[src/rtl/carry_save_resolver_pkg.sv]
// Shared definitions for the carry-save resolver: FSM states and chunk sizing helpers.
package carry_save_resolver_pkg;

    typedef enum logic [1:0] {
        ST_IDLE = 2'd0,
        ST_RUN  = 2'd1,
        ST_DONE = 2'd2
    } csr_state_t;

    function automatic int chunk_count(input int width, input int chunk);
        return width / chunk;
    endfunction

    // A single-chunk configuration still needs a one-bit counter.
    function automatic int cnt_width(input int width, input int chunk);
        return (width / chunk > 1) ? $clog2(width / chunk) : 1;
    endfunction

endpackage

[src/rtl/csr_chunk_add.sv]
// CHUNK-bit ripple adder with carry in/out; one slice of the resolver datapath.
module csr_chunk_add #(
    parameter int CHUNK = 4
) (
    input  logic [CHUNK-1:0] a,
    input  logic [CHUNK-1:0] b,
    input  logic             ci,
    output logic [CHUNK-1:0] s,
    output logic             co
);

    logic [CHUNK:0] full;

    assign full    = {1'b0, a} + {1'b0, b} + {{CHUNK{1'b0}}, ci};
    assign {co, s} = full;

endmodule

[src/rtl/carry_save_resolver.sv]
// Resolves a carry-save pair (oo + 2*ot) to binary, CHUNK bits per clock through one shared adder.
module carry_save_resolver
    import carry_save_resolver_pkg::*;
#(
    parameter int WIDTH = 16,
    parameter int CHUNK = 4
) (
    input  logic             clk,
    input  logic             rst_n,
    input  logic             in_valid,
    output logic             in_ready,
    input  logic [WIDTH-1:0] oo,
    input  logic [WIDTH-1:0] ot,
    output logic             out_valid,
    input  logic             out_ready,
    output logic [WIDTH+1:0] result,
    output logic             busy
);

    localparam int N_CHUNK = chunk_count(WIDTH, CHUNK);
    localparam int CNT_W   = cnt_width(WIDTH, CHUNK);
    localparam logic [CNT_W-1:0] LAST = CNT_W'(N_CHUNK - 1);

    if (WIDTH % CHUNK != 0) begin : g_bad_geometry
        $error("carry_save_resolver: WIDTH must be a multiple of CHUNK");
    end

    csr_state_t       state, next_state;
    logic [WIDTH-1:0] a_q, b_q;
    logic             top_q;
    logic             carry_q;
    logic [CNT_W-1:0] cnt_q;
    int               base;
    logic [CHUNK-1:0] chunk_sum;
    logic             chunk_co;
    logic             accept;

    assign accept    = (state == ST_IDLE) && in_valid;
    assign in_ready  = (state == ST_IDLE);
    assign busy      = (state == ST_RUN);
    assign out_valid = (state == ST_DONE);
    assign base      = int'(cnt_q) * CHUNK;

    csr_chunk_add #(.CHUNK(CHUNK)) u_add (
        .a  (a_q[base +: CHUNK]),
        .b  (b_q[base +: CHUNK]),
        .ci (carry_q),
        .s  (chunk_sum),
        .co (chunk_co)
    );

    always_comb begin
        next_state = state;
        case (state)
            ST_IDLE: if (in_valid)       next_state = ST_RUN;
            ST_RUN:  if (cnt_q == LAST)  next_state = ST_DONE;
            ST_DONE: if (out_ready)      next_state = ST_IDLE;
            default:                     next_state = ST_IDLE;
        endcase
    end

    always_ff @(posedge clk or negedge rst_n) begin
        if (!rst_n) state <= ST_IDLE;
        else        state <= next_state;
    end

    // Operands are captured once so later input changes cannot disturb the running sum.
    always_ff @(posedge clk) begin
        if (accept) begin
            a_q   <= oo;
            b_q   <= {ot[WIDTH-2:0], 1'b0};
            top_q <= ot[WIDTH-1];
        end
    end

    always_ff @(posedge clk or negedge rst_n) begin
        if (!rst_n) begin
            result  <= '0;
            carry_q <= 1'b0;
            cnt_q   <= '0;
        end else if (accept) begin
            carry_q <= 1'b0;
            cnt_q   <= '0;
        end else if (state == ST_RUN) begin
            result[base +: CHUNK] <= chunk_sum;
            carry_q               <= chunk_co;
            cnt_q                 <= cnt_q + CNT_W'(1);
            // The shifted-out carry MSB joins the final carry in the two extra result bits.
            if (cnt_q == LAST)
                result[WIDTH+1:WIDTH] <= {1'b0, top_q} + {1'b0, chunk_co};
        end
    end

endmodule

[config.mk]
export PLATFORM = sky130hd
export DESIGN_NAME = carry_save_resolver
export DESIGN_NICKNAME = d
export VERILOG_FILES = /design/src/rtl/carry_save_resolver_pkg.sv /design/src/rtl/csr_chunk_add.sv /design/src/rtl/carry_save_resolver.sv
export SDC_FILE = /design/constraint.sdc
export NUM_CORES = 1
export LEC_CHECK = 0
export ABC_CLOCK_PERIOD_IN_PS = 3350
export CAP_MARGIN = 10
export CORE_UTILIZATION = 49
export CTS_CLUSTER_SIZE = 16
export DETAILED_ROUTE_END_ITERATION = 10
export PLACE_DENSITY = 0.79
export SETUP_SLACK_MARGIN = 0.5
export SYNTH_ARGS = -nofsm -noshare
export SYNTH_HDL_FRONTEND = slang
export SYNTH_SLANG_ARGS = --single-unit
[constraint.sdc]
create_clock -name clk -period 3.35 [get_ports clk]
set_input_delay 0.335 -clock clk [delete_from_list [all_inputs] [get_ports clk]]
set_output_delay 0.335 -clock clk [all_outputs]
set_load 0.02 [all_outputs]
==> results by group, run 1 <==
Run status
  • Status: complete, but fails checks
  • Violated checks: design-rule violations

Layout
  • Nets: between 200 and 300
  • Layout cell share with drive strength beyond 1: 0.1019
  • Ant diodes: 0
  • Syn-to-layout area delta: 31.23%
  • Most frequent cells in the layout: clkdlybuf4s50_1 (56), edfxtp_1 (32), dfrtp_1 (21)
  • Commonest non-fill, non-tap cell in the layout: clkdlybuf4s50_1
  • Post-Layout Cell Count: 268

Synth
  • Main synth FF type: edfxtp_1
  • Post-synth ARST share: 0.4182
  • Unique masters post-synth: 32
  • Synth Cell Area: around 2300 um^2
  • Post-synth EDFFs: 32
  • Sequential-to-total area share from yosys stat: 0.6567
  • Syn_nets: between 200 and 250
  • Mapped Cells: 153
  • #FFs+latches synth: 55
  • Warnings, synthesis: 0
  • Mean Syn Cell Area: between 15 and 20 um^2

Power
  • P_int: roughly 1.7 mW
  • Power share of the sequential group: 0.370
  • Pleak: 1.200 nW
  • Clock share of power: 0.154
  • Combinational Power Share: 0.476
  • Peak supply drop: 0.0004484 V
  • Power per standard cell area: 891.2 nW/um^2
  • NetSw: 1.057 mW
  • Sw Ratio: 0.3861

Setup path
  • Critical Path End Type: flop
  • Kind of critical path: reg2reg
  • Crit path capture: result[16]
  • Critical-path maximum fanout: 9
  • R2R depth: 10
  • CP max stage cell: mux4_2
  • Crit start category: flop
  • Worst Path Required: 3.55 ns
  • Critical Path AT: between 2 and 3 ns
  • R2r endpoint: result[16]
  • R2r setup slk: 0.73 ns
  • Setup crit start: cnt_q[0]
  • Levels on crit path: 10
  • RR Startpoint: cnt_q[0]
  • Top Family by Delay on Critical Path: adder cells
  • Worst Path Buf+Inv: 1
  • Crit-path cells: mux4_2 -> fa_1 -> inv_1 -> fa_1 -> nor2b_1 -> o21ai_0 -> nand2b_1 -> ha_1 -> a21oi_1 -> a21oi_1
  • CP peak stage delay: 0.55 ns

Clocking
  • Clock buffer depth: 2
  • CTS resizes: 0
  • Clock transition at path regs: 0.09 ns
  • TritonCTS clock tree: built
  • Clk sinks: between 50 and 60
  • Worst-skew pair later-pin latency: around 0.3 ns
  • Total CTS buffers: 5
  • Htree depth: 2
  • Setup Fix Bufs, Post-CTS: 0
  • Hold Buf Count CTS: 0
  • Root Buffer: clkbuf_8

STA
  • Max-slew headroom: 0.3359
  • Fmax: about 380 MHz
  • Final min period: roughly 2.6 ns
  • Final hold vios: 0
  • RSZ-0062 raised after global routing: false
  • Endpoints failing setup: 0
  • Final worst path period share: 0.7825
  • Layout Skew: about 0.0035 ns
  • Setup_tns: 0 ns
  • Slew of the pin with the lowest slew margin: between 0.9 and 1 ns
  • Fin. max-slew vios: 0

Route
  • Drt initial violations: 71
  • Total Wirelength: approximately 4200 um
  • Wire per inst: 15.56 um
  • DR DRC count: 5
  • Via count: around 1500
  • 1st-pass router iterations: 8
  • Via-to-Cell Ratio: 5.541
  • Post-route ant nets: 0

Placement
  • Dpl cells: 260
  • IO buf count: 56
  • Detailed placement HPWL: around 3100 um
  • RD Place Congestion: just under 0.9

Floorplan
  • Die Area: 5055 um^2
  • Die Ht: slightly above 70 um
  • Row cnt: 24
  • I/O pin cnt: between 50 and 60
  • Initial Util: 0.5229
  • Width of the chip: about 70 um
  • CORE AREA: between 4000 and 5000 um^2

Run
  • Max cap viols: 0

Global route
  • Gr ovfl total: 0
  • Vias in the first global route: around 1500
  • All-Layer GR Usage: 0.1877
  • Largest net degree at the start of global routing: 33
  • Initial antenna violation count: 0
  • First-pass GRT wire length: 7134 um

Min path
  • Hold WC Path Type: reg2reg
cell families after synthesis:
group | share of synthesized area
adder cells (fa/ha/maj) | 0.07594
XOR/XNOR | 0.007488
flip-flops | 0.6567
multiplexers | 0.07166
buffers and inverters | 0.01818
AO/OA/AOI/OAI | 0.09519
AND/OR/NAND/NOR | 0.07488
state kept, by name (all words and copies together) (netlist names):
signal and flops:
carry_q 1, result 18, b_q 15, top_q 1, a_q 16, cnt_q 2, state 2
worst register-to-register path: stages (launching register included):
cell and delay, ns:
dfrtp_2 0.51, mux4_2 0.55, fa_1 0.39, inv_1 0.08, fa_1 0.20, nor2b_1 0.05
o21ai_0 0.15, nand2b_1 0.11, ha_1 0.28, a21oi_1 0.12, a21oi_1 0.07
synthesized netlist by cell type, types with 2 or more instances:
cell type	n	area share
o21ai_2	2	0.0075
o31ai_1	6	0.019
inv_1	6	0.0096
a22o_1	11	0.041
nand3_1	2	0.0043
fa_1	2	0.017
ha_1	11	0.059
mux4_2	7	0.067
a21oi_1	5	0.011
o21ai_0	3	0.0064
edfxtp_1	32	0.41
dfrtp_1	23	0.25
nand2_1	17	0.027
nor2_1	7	0.011
nor2b_1	2	0.0053
layout make-up:
class	count	area (um^2)
Sequential cell	55	1539
Fill cell	315	1404
Clock inverter	3	38.79
Clock buffer	5	68.82
Timing Repair Buffer	58	575.6
Multi-Input combinational cell	89	760.7
Tap cell	52	65.06
Inverter	6	22.52
power by group through the flow:
| stage | Clock, mW | Combinational (mW) | Sequential, mW |
|---|---|---|---|
| finish | 0.421 | 1.30 | 1.01 |
| global route | 0.460 | 1.43 | 1.04 |
| CTS | 0.429 | 1.31 | 1.01 |
| detailed placement | 0 | 1.31 | 1.03 |
| global placement | 0 | 1.26 | 1.02 |
| floorplan | 0 | 0.838 | 1.05 |
stage by stage:
step | util | cell area, um^2 | hold WS, ns | worst slack [ns] | power, mW
finish | 0.6862 | 3070 | 0.4877 | 0.7286 | 2.736
detailed placement | 0.6616 | 2960 | 0.4751 | 0.6220 | 2.337
global route | 0.6862 | 3070 | 0.5261 | 0.5732 | 2.931
global placement | 0.6616 | 2960 | 0.4600 | 0.6988 | 2.277
CTS | 0.6857 | 3068 | 0.4952 | 0.5978 | 2.753
floorplan | - | 2340 | 0.03941 | 0.6666 | 1.888
per-layer routing:
metal	global-route usage	vias up	wire, um
met4	0.06667	0	68
met1	0.2351	722	1782
met3	0.04701	9	209
met5	0	-	0
li1	-	698	-
met2	0.3194	56	2108
worst min-delay path by stage:
stage                   start         to  depth (start not counted)
floorplan               rst_n    carry_q                          0
global placement    result[1]  result[1]                          2
detailed placement  result[1]  result[1]                          2
CTS                 result[1]  result[1]                          2
global route        result[1]  result[1]                          2
finish              result[1]  result[1]                          2
Power figures use the tool's default switching activity.
==> inputs of run 2 (changes only) <==
--- a/config.mk
+++ b/config.mk
@@ -5,12 +5,12 @@
 export SDC_FILE = /design/constraint.sdc
 export NUM_CORES = 1
 export LEC_CHECK = 0
-export ABC_CLOCK_PERIOD_IN_PS = 3350
+export ABC_CLOCK_PERIOD_IN_PS = 2200
 export CAP_MARGIN = 10
-export CORE_UTILIZATION = 49
+export CORE_UTILIZATION = 44
 export CTS_CLUSTER_SIZE = 16
 export DETAILED_ROUTE_END_ITERATION = 10
-export PLACE_DENSITY = 0.79
+export PLACE_DENSITY = 0.75
 export SETUP_SLACK_MARGIN = 0.5
 export SYNTH_ARGS = -nofsm -noshare
 export SYNTH_HDL_FRONTEND = slang
==> constraint.sdc (replaced) <==
create_clock -name clk -period 2.2 [get_ports clk]
set_input_delay 0.22 -clock clk [delete_from_list [all_inputs] [get_ports clk]]
set_output_delay 0.22 -clock clk [all_outputs]
set_load 0.02 [all_outputs]
==> results by group, run 2 (same netlist as run 1, synthesis figures left out) <==
Setup path
  • Critical Path End Type: flop (unchanged)
  • CP max stage cell: mux4_2 (unchanged)
  • R2r endpoint: result[16] (unchanged)
  • CP peak stage delay: 0.51 ns (was 0.55 ns)
  • Critical-path maximum fanout: 3 (was 9)
  • Levels on crit path: 10 (unchanged)
  • Cell with the most instances on the worst path: fa_2
  • Crit start category: flop (unchanged)
  • R2R depth: 10 (unchanged)
  • Critical Path AT: 2.56 ns (was 2.82 ns)
  • Worst Path Required: 2.43 ns (was 3.55 ns)
  • RR Startpoint: cnt_q[0] (unchanged)
  • Setup crit start: cnt_q[0] (unchanged)
  • Worst Path Buf+Inv: 1 (unchanged)
  • Kind of critical path: reg2reg (unchanged)
  • Top Family by Delay on Critical Path: adder cells (unchanged)
  • Crit-path cells: mux4_2 -> fa_2 -> inv_2 -> fa_2 -> nor2b_1 -> o21ai_1 -> nand2b_1 -> ha_4 -> a21oi_2 -> a21oi_1 (was mux4_2 -> fa_1 -> inv_1 -> fa_1 -> nor2b_1 -> o21ai_0 -> nand2b_1 -> ha_1 -> a21oi_1 -> a21oi_1)
  • R2r setup slk: -0.13 ns (was 0.73 ns)

Layout
  • Layout cell share with drive strength beyond 1: 0.2585 (was 0.1019)
  • Post-layout instance area: 3346 um^2 (was 3070 um^2)
  • Ant diodes: 0 (unchanged)
  • Most frequent cells in the layout: clkdlybuf4s50_1 (53), edfxtp_1 (32), dfrtp_1 (22) (was clkdlybuf4s50_1 (56), edfxtp_1 (32), dfrtp_1 (21))
  • Number of flip-flops in the largest register: 18 (unchanged)
  • Largest Register: result (unchanged)
  • Nets: 284 (was 264)
  • Commonest non-fill, non-tap cell in the layout: clkdlybuf4s50_1 (unchanged)
  • Top flop regs: result: 18 flops, a_q: 16 flops, b_q: 15 flops (unchanged)
  • Syn-to-layout area delta: 42.99% (was 31.23%)

Placement
  • IO buf count: 56 (unchanged)
  • Detailed placement HPWL: 3191 um (was 3138 um)
  • RD Place Congestion: 0.7381 (was 0.8740)
  • Area after DPL: 3079 um^2 (was 2960 um^2)

Run
  • Max cap viols: 0 (unchanged)

Floorplan
  • Row cnt: 26 (was 24)
  • Die Ht: 74.92 um (was 71.10 um)
  • Die Area: 5613 um^2 (was 5055 um^2)
  • Initial Util: 0.4581 (was 0.5229)
  • CORE AREA: 5107 um^2 (was 4474 um^2)
  • Width of the chip: 74.92 um (was 71.10 um)
  • I/O pin cnt: 57 (unchanged)

STA
  • Final worst path period share: 1.059 (was 0.7825)
  • Final WS setup: -0.1287 ns (was 0.7286 ns)
  • Endpoints failing setup: 7 (was 0)
  • Setup_tns: -0.7238 ns (was 0 ns)
  • Final min period: 2.329 ns (was 2.621 ns)
  • Max-slew headroom: 0.7425 (was 0.3359)
  • RSZ-0062 raised after global routing: true (was false)
  • Slew of the pin with the lowest slew margin: 0.3862 ns (was 0.9931 ns)
  • Final hold vios: 0 (unchanged)
  • Hold Slack: 0.2639 ns (was 0.4877 ns)
  • Fmax: 429.4 MHz (was 381.5 MHz)
  • Layout Skew: 0.005557 ns (was 0.003511 ns)
  • Fin. max-slew vios: 0 (unchanged)

Run status
  • Violated checks: negative setup slack (was design-rule violations)
  • Status: complete, but fails checks (unchanged)

Global route
  • First-pass GRT wire length: 7203 um (was 7134 um)
  • All-Layer GR Usage: 0.1760 (was 0.1877)
  • Largest net degree at the start of global routing: 33 (unchanged)
  • Gr ovfl total: 0 (unchanged)
  • Initial antenna violation count: 0 (unchanged)
  • Vias in the first global route: 1543 (was 1530)

Clocking
  • Clock buffer depth: 2 (unchanged)
  • TritonCTS clock tree: built (unchanged)
  • Total CTS buffers: 5 (unchanged)
  • Clk sinks: 55 (unchanged)
  • Htree depth: 2 (unchanged)
  • Hold Buf Count CTS: 0 (unchanged)
  • Worst-skew pair later-pin latency: 0.30 ns (about the same)
  • Root Buffer: clkbuf_8 (unchanged)
  • Clock transition at path regs: 0.09 ns (about the same)

Power
  • Peak supply drop: 0.0008656 V (was 0.0004484 V)
  • Clock share of power: 0.104 (was 0.154)
  • P_int: 3.038 mW (was 1.680 mW)
  • Sw Ratio: 0.3835 (was 0.3861)
  • Power, Total: 4.927 mW (was 2.736 mW)
  • Pleak: 1.311 nW (was 1.200 nW)
  • Combinational Power Share: 0.595 (was 0.476)
  • Power share of the sequential group: 0.301 (was 0.370)
  • Power per standard cell area: 1473 nW/um^2 (was 891.2 nW/um^2)
  • NetSw: 1.889 mW (was 1.057 mW)

Route
  • Post-route ant nets: 0 (unchanged)
  • Wire per inst: 14.16 um (was 15.56 um)
  • 1st-pass router iterations: 4 (was 8)
  • Drt initial violations: 49 (was 71)
  • Via count: 1561 (was 1485)
  • Via-to-Cell Ratio: 5.101 (was 5.541)
  • Total Wirelength: 4334 um (was 4169 um)
  • DR DRC count: 0 (was 5)

Min path
  • Hold WC Path Type: in2async (was reg2reg)
==> run 2: changes by cell type in the layout (fill, tap and decap cells not counted), moves of 4 or more <==
| cell | change |
|---|---|
| buf_4 | +15 |
| buf_6 | +4 |
| ha_1 | -4 |
| o31ai_1 | -4 |
==> run 2: layout make-up <==
cell class	instances	area, um^2
timing repair buffer	78	745.7
clock buffer	6	72.57
tap	70	87.58
clock inverter	2	7.507
fill	396	1762
sequential	55	1538
multi-input combinational	89	872.1
inverter	6	22.52
==> run 2: metrics by stage <==
step | worst slack (ns) | std cells | util
floorplan | -0.2545 | 153 | -
global placement | -0.1082 | 288 | 0.6029
detailed placement | -0.1862 | 288 | 0.6029
CTS | -0.1894 | 304 | 0.6416
global route | -0.2848 | 306 | 0.6551
finish | -0.1287 | 306 | 0.6551
==> run 2: power by group through the flow <==
| stage | logic [mW] | clock network (mW) | registers [mW] |
|---|---|---|---|
| CTS | 2.72 | 0.528 | 1.49 |
| finish | 2.93 | 0.511 | 1.49 |
| global placement | 2.31 | 0 | 1.50 |
| floorplan | 1.40 | 0 | 1.60 |
| global route | 3.17 | 0.569 | 1.52 |
| detailed placement | 2.36 | 0 | 1.51 |
==> run 2: what timing repair did <==
item,CTS,global route
gates resized for setup,16,13
endpoints found under the setup margin,22,20
setup buffers,8,2
pin swaps,10,9
==> run 2: worst max-delay path by stage <==
stage	endpoint	slack, ns
floorplan	result[16]	-0.25
global placement	result[16]	-0.11
detailed placement	result[16]	-0.19
CTS	result[16]	-0.19
global route	result[16]	-0.28
finish	result[16]	-0.13
==> run 2: routing by layer <==
layer  routed length, um  up-vias  part of all wire  track usage
met3                 210        9             0.048      0.04685
met4                  70        0             0.016      0.05660
met5                   0        -                 0            0
li1                    -      735                 -            -
met2                2313       57              0.53       0.3073
met1                1740      760              0.40       0.2131
==> inputs of run 3 (changes only) <==
--- a/config.mk
+++ b/config.mk
@@ -6,11 +6,11 @@
 export NUM_CORES = 1
 export LEC_CHECK = 0
 export ABC_CLOCK_PERIOD_IN_PS = 2200
-export CAP_MARGIN = 10
+export CAP_MARGIN = 20
 export CORE_UTILIZATION = 44
 export CTS_CLUSTER_SIZE = 16
 export DETAILED_ROUTE_END_ITERATION = 10
-export PLACE_DENSITY = 0.75
+export PLACE_DENSITY = 0.74
 export SETUP_SLACK_MARGIN = 0.5
 export SYNTH_ARGS = -nofsm -noshare
 export SYNTH_HDL_FRONTEND = slang
==> results by group, run 3 (same netlist as run 1, synthesis figures left out) <==
Setup path
  • R2r endpoint: carry_q (was result[16])
  • Critical-path maximum fanout: 4 (was 3)
  • CP max stage cell: mux4_2 (unchanged)
  • R2r setup slk: -0.26 ns (was -0.13 ns)
  • Critical Path AT: 2.66 ns (was 2.56 ns)
  • Worst Path Required: 2.40 ns (was 2.43 ns)
  • Worst Path Buf+Inv: 3 (was 1)
  • Kind of critical path: reg2reg (unchanged)
  • Crit-path cells: mux4_2 -> fa_2 -> inv_2 -> fa_2 -> nor2b_1 -> o21ai_1 -> nand2b_1 -> buf_4 -> buf_6 -> a22o_1 (was mux4_2 -> fa_2 -> inv_2 -> fa_2 -> nor2b_1 -> o21ai_1 -> nand2b_1 -> ha_4 -> a21oi_2 -> a21oi_1)
  • Levels on crit path: 10 (unchanged)
  • Setup crit start: cnt_q[0] (unchanged)
  • CP peak stage delay: 0.53 ns (was 0.51 ns)
  • Cell with the most instances on the worst path: fa_2 (unchanged)
  • Crit start category: flop (unchanged)
  • Crit path capture: carry_q (was result[16])
  • Critical Path End Type: flop (unchanged)
  • Top Family by Delay on Critical Path: adder cells (unchanged)
  • RR Startpoint: cnt_q[0] (unchanged)
  • R2R depth: 10 (unchanged)

Layout
  • Fillers: 402 (was 396)
  • Ant diodes: 0 (unchanged)
  • Commonest non-fill, non-tap cell in the layout: clkdlybuf4s50_1 (unchanged)
  • Post-layout instance area: 3266 um^2 (was 3346 um^2)
  • Utilization after layout: 0.6394 (was 0.6551)
  • Layout cell share with drive strength beyond 1: 0.2251 (was 0.2585)
  • Number of flip-flops in the largest register: 18 (unchanged)
  • Largest Register: result (unchanged)
  • Top flop regs: result: 18 flops, a_q: 16 flops, b_q: 15 flops (unchanged)
  • Syn-to-layout area delta: 39.57% (was 42.99%)
  • Most frequent cells in the layout: clkdlybuf4s50_1 (53), edfxtp_1 (32), dfrtp_1 (22) (unchanged)
  • Nets: 279 (was 284)
  • Post-Layout Cell Count: 301 (was 306)

Floorplan
  • Row cnt: 26 (unchanged)
  • CORE AREA: 5107 um^2 (unchanged)
  • Die Ht: 74.92 um (unchanged)
  • Initial Util: 0.4581 (unchanged)
  • I/O pin cnt: 57 (unchanged)
  • Die Area: 5613 um^2 (unchanged)
  • Width of the chip: 74.92 um (unchanged)

Power
  • Sw Ratio: 0.3839 (was 0.3835)
  • Combinational Power Share: 0.578 (was 0.595)
  • Power share of the sequential group: 0.314 (was 0.301)
  • P_int: 2.917 mW (was 3.038 mW)
  • Power per standard cell area: 1450 nW/um^2 (was 1473 nW/um^2)
  • Peak supply drop: 0.0007099 V (was 0.0008656 V)
  • Pleak: 1.286 nW (was 1.311 nW)
  • Clock share of power: 0.109 (was 0.104)
  • NetSw: 1.818 mW (was 1.889 mW)

Route
  • Drt initial violations: 59 (was 49)
  • 1st-pass router iterations: 4 (unchanged)
  • Via count: 1545 (was 1561)
  • Wire per inst: 14.32 um (was 14.16 um)
  • Via-to-Cell Ratio: 5.133 (was 5.101)
  • DR DRC count: 0 (unchanged)
  • Total Wirelength: 4310 um (was 4334 um)
  • Post-route ant nets: 0 (unchanged)

Placement
  • Dpl ws: -0.1432 ns (was -0.1862 ns)
  • Dpl cells: 287 (was 288)
  • IO buf count: 56 (unchanged)
  • Area after DPL: 3072 um^2 (was 3079 um^2)
  • RD Place Congestion: 0.7548 (was 0.7381)
  • Detailed placement HPWL: 3301 um (was 3191 um)

STA
  • Final hold vios: 0 (unchanged)
  • Final worst path period share: 1.118 (was 1.059)
  • Fin. max-slew vios: 0 (unchanged)
  • Max-slew headroom: 0.7409 (was 0.7425)
  • RSZ-0062 raised after global routing: true (unchanged)
  • Fmax: 406.5 MHz (was 429.4 MHz)
  • Final min period: 2.460 ns (was 2.329 ns)
  • Endpoints failing setup: 12 (was 7)
  • Layout Skew: 0.003671 ns (was 0.005557 ns)
  • Slew of the pin with the lowest slew margin: 0.3886 ns (was 0.3862 ns)
  • Hold Slack: 0.2933 ns (was 0.2639 ns)
  • Final WS setup: -0.2598 ns (was -0.1287 ns)

Clocking
  • Hold Buf Count CTS: 0 (unchanged)
  • Htree depth: 2 (unchanged)
  • Clk sinks: 55 (unchanged)
  • TritonCTS clock tree: built (unchanged)
  • Total CTS buffers: 5 (unchanged)
  • Root Buffer: clkbuf_8 (unchanged)
  • Clock buffer depth: 2 (unchanged)
  • Worst-skew pair later-pin latency: 0.30 ns (about the same)
  • Clock transition at path regs: 0.09 ns (about the same)

Global route
  • Largest net degree at the start of global routing: 33 (unchanged)
  • Vias in the first global route: 1575 (was 1543)
  • All-Layer GR Usage: 0.1770 (was 0.1760)
  • First-pass GRT wire length: 7182 um (was 7203 um)
  • Gr ovfl total: 0 (unchanged)
  • Initial antenna violation count: 0 (unchanged)

Run status
  • Status: complete, but fails checks (unchanged)
  • Violated checks: negative setup slack (unchanged)

Run
  • Max cap viols: 0 (unchanged)

Min path
  • Hold WC Path Type: in2async (unchanged)
run 3: area by class of cell:
class / instances / area, um^2 / area share
Tap cell: 70 / 87.58 / 0.02682
Inverter: 6 / 22.52 / 0.006897
Clock inverter: 2 / 7.507 / 0.002299
Multi-Input combinational cell: 89 / 845.8 / 0.2590
Clock buffer: 6 / 72.57 / 0.02222
Sequential cell: 55 / 1538 / 0.4709
Timing Repair Buffer: 73 / 691.9 / 0.2119
run 3: worst register-to-register path, cell delays in order, from the launching register on:
cell and delay, ns:
dfrtp_2 0.40, mux4_2 0.53, fa_2 0.38, inv_2 0.07
fa_2 0.21, nor2b_1 0.05, o21ai_1 0.13, nand2b_1 0.14
buf_4 0.17, buf_6 0.10, a22o_1 0.19
run 3: per-layer routing:
metal	GRT usage	part of all wire	up-vias
li1	-	-	726
met4	0.05451	0.012	0
met2	0.3203	0.53	54
met1	0.2092	0.41	759
met5	0	0	-
met3	0.04150	0.043	6
run 3: power by group through the flow:
| stage | registers, mW | logic, mW | clock network [mW] |
|---|---|---|---|
| 2_1_floorplan | 1.60 | 1.40 | 0 |
| 3_3_place_gp | 1.50 | 2.30 | 0 |
| 3_5_place_dp | 1.51 | 2.35 | 0 |
| 4_1_cts | 1.49 | 2.52 | 0.528 |
| 5_1_grt | 1.52 | 2.97 | 0.564 |
| 6_report | 1.49 | 2.73 | 0.515 |
run 3: what timing repair did:
item / 4_1_cts / 5_1_grt
endpoints found under the setup margin: 22 / 20
gates resized for setup: 10 / 10
setup buffers: 3 / 3
hold endpoints to repair: 0 / 0
pin swaps: 2 / 9
run 3: worst min path at each step:
stage,start,end,slack [ns]
final,rst_n,result[3],0.29
after CTS,rst_n,result[3],0.31
after global routing,rst_n,cnt_q[0],0.32
after global placement,result[9],result[9],0.46
after floorplan,rst_n,carry_q,-0.08
after detailed placement,result[14],result[14],0.47
run 3: per-stage QoR:
step / setup TNS, ns / total power, mW
finish: -1.636 / 4.735
global route: -2.908 / 5.050
CTS: -0.5984 / 4.538
detailed placement: -0.2278 / 3.860
global placement: -0.1322 / 3.803
floorplan: -0.5559 / 2.999
